[src/rtl/delay_3_pipe_if.sv]
// Data bus for delay_3_pipe. The optional valid pair is present only when
// DELAY_3_PIPE_VALID_EN is defined.
interface delay_3_pipe_if #(
  parameter int WIDTH = 8
);
  logic [WIDTH-1:0] _i_input;
  logic [WIDTH-1:0] __output;
`ifdef DELAY_3_PIPE_VALID_EN
  logic             _i_valid;
  logic             _o_valid;

  modport master (output _i_input, output _i_valid, input  __output, input  _o_valid);
  modport slave  (input  _i_input, input  _i_valid, output __output, output _o_valid);
`else
  modport master (output _i_input, input  __output);
  modport slave  (input  _i_input, output __output);
`endif
endinterface

[src/rtl/delay_3_pipe.sv]
// Fixed-latency register pipeline: each word reappears DEPTH cycles later.
// Optional feature macro: DELAY_3_PIPE_VALID_EN (adds a parallel valid chain).
module delay_3_pipe #(
  parameter int WIDTH = 8,
  parameter int DEPTH = 3
) (
  input  logic           _i_clk,
  input  logic           _i_rst_n,
  delay_3_pipe_if.slave  bus
);

  logic [WIDTH-1:0] r_stage [DEPTH];
  logic [WIDTH-1:0] w_stage0_d;

`ifdef DELAY_3_PIPE_VALID_EN
  logic [DEPTH-1:0] r_valid;

  // Invalid slots carry zero data so downstream never sees stale words.
  always_comb begin
    w_stage0_d = '0;
    if (bus._i_valid) w_stage0_d = bus._i_input;
  end

  always_ff @(posedge _i_clk or negedge _i_rst_n) begin
    if (!_i_rst_n) begin
      r_valid <= '0;
    end else begin
      r_valid[0] <= bus._i_valid;
      for (int k = 1; k < DEPTH; k++) r_valid[k] <= r_valid[k-1];
    end
  end

  assign bus._o_valid = r_valid[DEPTH-1];
`else
  always_comb begin
    w_stage0_d = bus._i_input;
  end
`endif

  always_ff @(posedge _i_clk or negedge _i_rst_n) begin
    if (!_i_rst_n) begin
      for (int k = 0; k < DEPTH; k++) r_stage[k] <= '0;
    end else begin
      r_stage[0] <= w_stage0_d;
      for (int k = 1; k < DEPTH; k++) r_stage[k] <= r_stage[k-1];
    end
  end

  assign bus.__output = r_stage[DEPTH-1];

endmodule

[src/flat_wrapper.sv]
// flat-port wrapper written by rule: the top's interface ports become plain ports
module delay_3_pipe_flat 
#(
  parameter int WIDTH = 8,
  parameter int DEPTH = 3
)
  (_i_clk, _i_rst_n, bus__i_input, bus___output);
  delay_3_pipe_if #(.WIDTH(WIDTH)) bus_i ();
  input  logic _i_clk;
  input  logic _i_rst_n;
  input wire logic [$bits(bus_i._i_input)-1:0] bus__i_input;
  output wire logic [$bits(bus_i.__output)-1:0] bus___output;
  assign bus_i._i_input = bus__i_input;
  assign bus___output = bus_i.__output;
  delay_3_pipe #(.WIDTH(WIDTH), .DEPTH(DEPTH)) u_core (._i_clk(_i_clk), ._i_rst_n(_i_rst_n), .bus(bus_i));
endmodule
[config.mk]
export PLATFORM = sky130hd
export DESIGN_NAME = delay_3_pipe_flat
export DESIGN_NICKNAME = d
export VERILOG_FILES = /design/src/rtl/delay_3_pipe_if.sv /design/src/rtl/delay_3_pipe.sv /design/src/flat_wrapper.sv
export SDC_FILE = /design/constraint.sdc
export NUM_CORES = 1
export LEC_CHECK = 0
export ABC_CLOCK_PERIOD_IN_PS = 800
export CORE_MARGIN = 8
export CORE_UTILIZATION = 39
export CTS_CLUSTER_DIAMETER = 80
export DETAILED_ROUTE_END_ITERATION = 16
export PLACE_DENSITY = 0.74
export RECOVER_POWER = 50
export SLEW_MARGIN = 20
export SYNTH_ARGS = -nofsm -noshare
export SYNTH_HDL_FRONTEND = slang
export SYNTH_SLANG_ARGS = --single-unit
export TNS_END_PERCENT = 1
[constraint.sdc]
create_clock -name _i_clk -period 0.8 [get_ports _i_clk]
set_input_delay 0.12 -clock _i_clk [delete_from_list [all_inputs] [get_ports _i_clk]]
set_output_delay 0.12 -clock _i_clk [all_outputs]
set_load 0.05 [all_outputs]
; ---- After elaboration in Yosys (flattened, before gate mapping)
; Cells that the tools add are included.
[word_totals]
register_bits = 24
out_inout_bits = 8
wordCells = 3

; ---- Depth between registers and ports, before layout
[depth]
depth_word = 0
depth_mapped = 1
ltp_nobuf = 0

; ---- Worst setup path before layout
; Ideal clock, no wire load.
[synth_timing]
path_type = register -> output
startpoint = register u_core.r_stage (netlist bit u_core.bus.__output[0])
endpoint = output bus___output[0]
arrival_time_ns = 0.515
required_time_ns = 0.680
setup_slack_ns = 0.165
path_stages_with_launch = 2
path_cell_list = dfrtp_1 buf_4
[synth_lines]
columns = element, line_no
row1 = from (decl), delay_3_pipe.sv:12  ; logic [WIDTH-1:0] r_stage [DEPTH];
row2 = to (decl), flat_wrapper.sv:12  ; output wire logic [$bits(bus_i.__output)-1:0] bus___output;
; No word-level cell between the ends.

; ---- Final worst setup path
[layout_timing]
startpoint = register u_core.r_stage (netlist bit u_core.bus.__output[2])
endpoint = output bus___output[2]
; No word-level cell between the ends.

==> results <==
## stage by stage
step	hold slack, ns	setup WS (ns)	TNS, ns
2_1_floorplan	-0.176	0.165	0
6_report	0.236	-0.196	-1.52
3_5_place_dp	0.335	0.147	0
4_1_cts	0.133	-0.212	-1.64
3_3_place_gp	0.331	0.153	0
5_1_grt	0.221	-0.255	-1.94
## logic make-up (layout without fill, tap and decap cells)
logic type | after synthesis | in the layout | synth area share
buffers and inverters | 8 | 22 | 0.0909
DFF | 24 | 24 | 0.909
## where the power goes
group	leakage [nW]	switching, W	total (W)	internal, W
combinational	0.115	0.000108	0.000224	0.000116
clock	0.0279	0.000323	0.000830	0.000506
sequential	0.280	0.0000248	0.00130	0.00127
total	0.422	0.000455	0.00235	0.00190
## routing by layer
layer / vias up / GRT usage / share of wire
li1: 115 / - / -
met1: 119 / 0.0638 / 0.45
met2: 18 / 0.0512 / 0.37
met3: 2 / 0.0421 / 0.16
met4: 0 / 0.0403 / 0.022
met5: - / 0 / 0
## how the worst max path moves through the flow
stage	from	slack [ns]	cells past startpoint	to
after floorplan	u_core.bus.__output[0]	0.17	1	bus___output[0]
after CTS	u_core.bus.__output[2]	-0.21	1	bus___output[2]
after detailed placement	u_core.bus.__output[6]	0.15	1	bus___output[6]
after global routing	u_core.bus.__output[4]	-0.25	1	bus___output[4]
final	u_core.bus.__output[2]	-0.20	1	bus___output[2]
after global placement	u_core.bus.__output[1]	0.15	1	bus___output[1]
## registers in the layout, indices dropped and copies added (netlist names)
name                 count
u_core.bus.__output      8
u_core.r_stage          16
## area by class of cell
cell class,count,area [µm²],share of cell area
timing repair buffer,18,255,0.275
sequential,24,601,0.646
tap,17,21.3,0.0229
clock buffer,3,22.5,0.0242
clock inverter,1,30.0,0.0323
## placed cells by master (no fill, tap or decap)
master	count
buf_12	8
bufinv_16	1
clkbuf_2	1
clkbuf_4	3
clkdlybuf4s50_1	8
dfrtp_1	24
dlygate4sd3_1	1
==> reports/qor.csv <==
stage,metric,value,unit
synth,sequential share of the synthesized area,0.909,
route,via total after detailed routing,254,
power_and_ir_drop,Tot Pwr,0.00235,W
worst_setup_path,Arrival @ worst endpoint,0.88,ns
sta,worst-margin pin slew,0.530,ns
finish,Diodes inserted,0,
worst_setup_path,flop2flop setup slack,0.32,ns
sta,"Hold Vio Cnt, Final",0,
die,FP Rows,15,
synth,"FF+latch count, synth",24,
die,Ports,18,
finish,Multi-In Gates,0,
synth,Yosys top cell area share,0.909,
finish,Final Non-Filler Cells,63,
route,first drt pass iteration count,2,
route,number of DRC markers in iteration 0,2,
finish,cell area after layout,930,µm²
finish,Multi-input gate area,0,µm²
die,die width,57.2,µm
synth,syn avg cell area,20.6,µm²
worst_setup_path,Worst path top cell family by delay,flip-flops,
outcome,status,finished with violations,
grt,All-Layer GR Usage,0.0507,
grt,total gr overflow,0,
sta,# setup viols final,8,
finish,Util after Layout,0.563,
route,post-DR vias/cell,4.03,
finish,layout cells sized above 1,0.283,
cts,CTS clock-pin slew for the worst setup and hold paths,0.12,ns
worst_setup_path,worst r2r dst,u_core.bus.__output[2],
worst_setup_path,worst-case reg-to-reg path depth,0,
synth,Synth Net Count,42,
worst_setup_path,crit path buf inv count,1,
synth,top post-synthesis cells by area,"dfrtp_1, buf_4",
cts,Post-CTS Setup Bufs,0,
synth,most common cell in the synthesized netlist,dfrtp_1,
cts,clk root buf,clkbuf_4,
cts,TritonCTS buffer count,3,
placement,final RePlAce weighted congestion,0.566,
synth,Netlist cell types,2,
sta,min cycle time layout,0.996,ns
cts,CTS max path bufs,2,
worst_setup_path,CP cell instances,buf_12,
synth,number of synthesized flops with an enable pin,0,
hold_path,Hold Path Depth,1,
cts,CTS Sinks,24,
grt,initial antenna violation count,0,
die,Starting Density,0.400,
hold_path,hold_sp,bus__i_input[4],
sta,max_slew headroom,0.647,
worst_setup_path,Worst setup SP type,flop,
hold_path,Hold Crit Endpoint,u_core.r_stage[20],
grt,largest net degree at the start of global routing,25,
finish,final net count,57,
power_and_ir_drop,P per Cell Area,2530,mW/mm²
synth,post-synthesis cell count,32,
cts,H-tree levels,1,
placement,Inst Count DP,59,
power_and_ir_drop,P_leak,0.422,nW
die,die area,0.00327,mm²
grt,first-pass GRT wire length,1.27,mm
synth,Synth Flop Type,dfrtp_1,
sta,maximum clock frequency,1.00,GHz
cts,CTS Hold Buffers Added,0,
synth,asr flop ratio synth,1.00,
die,core area,0.00165,mm²
synth,top post-synthesis cells by count,"dfrtp_1, buf_4",
die,Die H,57.2,µm
route,antenna violation net count after detailed routing,0,
route,Routed WL,631,µm
cts,post-cts resize count,0,
sta,Fin Clk Skew,0.00537,ns
power_and_ir_drop,maximum VDD drop,1130,µV
outcome,failing checks,setup timing,
route,DRC Markers,0,
worst_setup_path,Critical R2R Launch,u_core.r_stage[10],
sta,RSZ-0062 raised after global routing,true,
finish,filler instances,127,
worst_setup_path,Critical Path Sink Type,output pin,
route,DR WL/cell,10.0,µm
synth,Synth area leader,dfrtp_1,
worst_setup_path,CP Class,flop to output pin,
worst_setup_path,max incr delay on CP,0.42,ns
hold_path,Hold WC Path Type,input pin to flop,
cts,CTS tree,built,
grt,number of global-route vias before repair,294,
synth,synthesized area,661,µm²
sta,fin worst setup slack,-0.196,ns
finish,area delta synth->final,40.7,%
placement,placed inst area,892,µm²
worst_setup_path,CP max FO,1,
sta,max-slew violation count,0,
worst_setup_path,Critical Path Slowest Stage Cell,dfrtp_1,
sta,Tcrit/Tclk final,1.25,
synth,synthesis warning total,0,
placement,IO Port Bufs,17,
cts,worst-skew pair later-pin latency,0.30,ns
worst_setup_path,critical path required time,0.68,ns
job,Max Cap Viol,0,
Note: power is estimated with default switching activity, not from simulation.
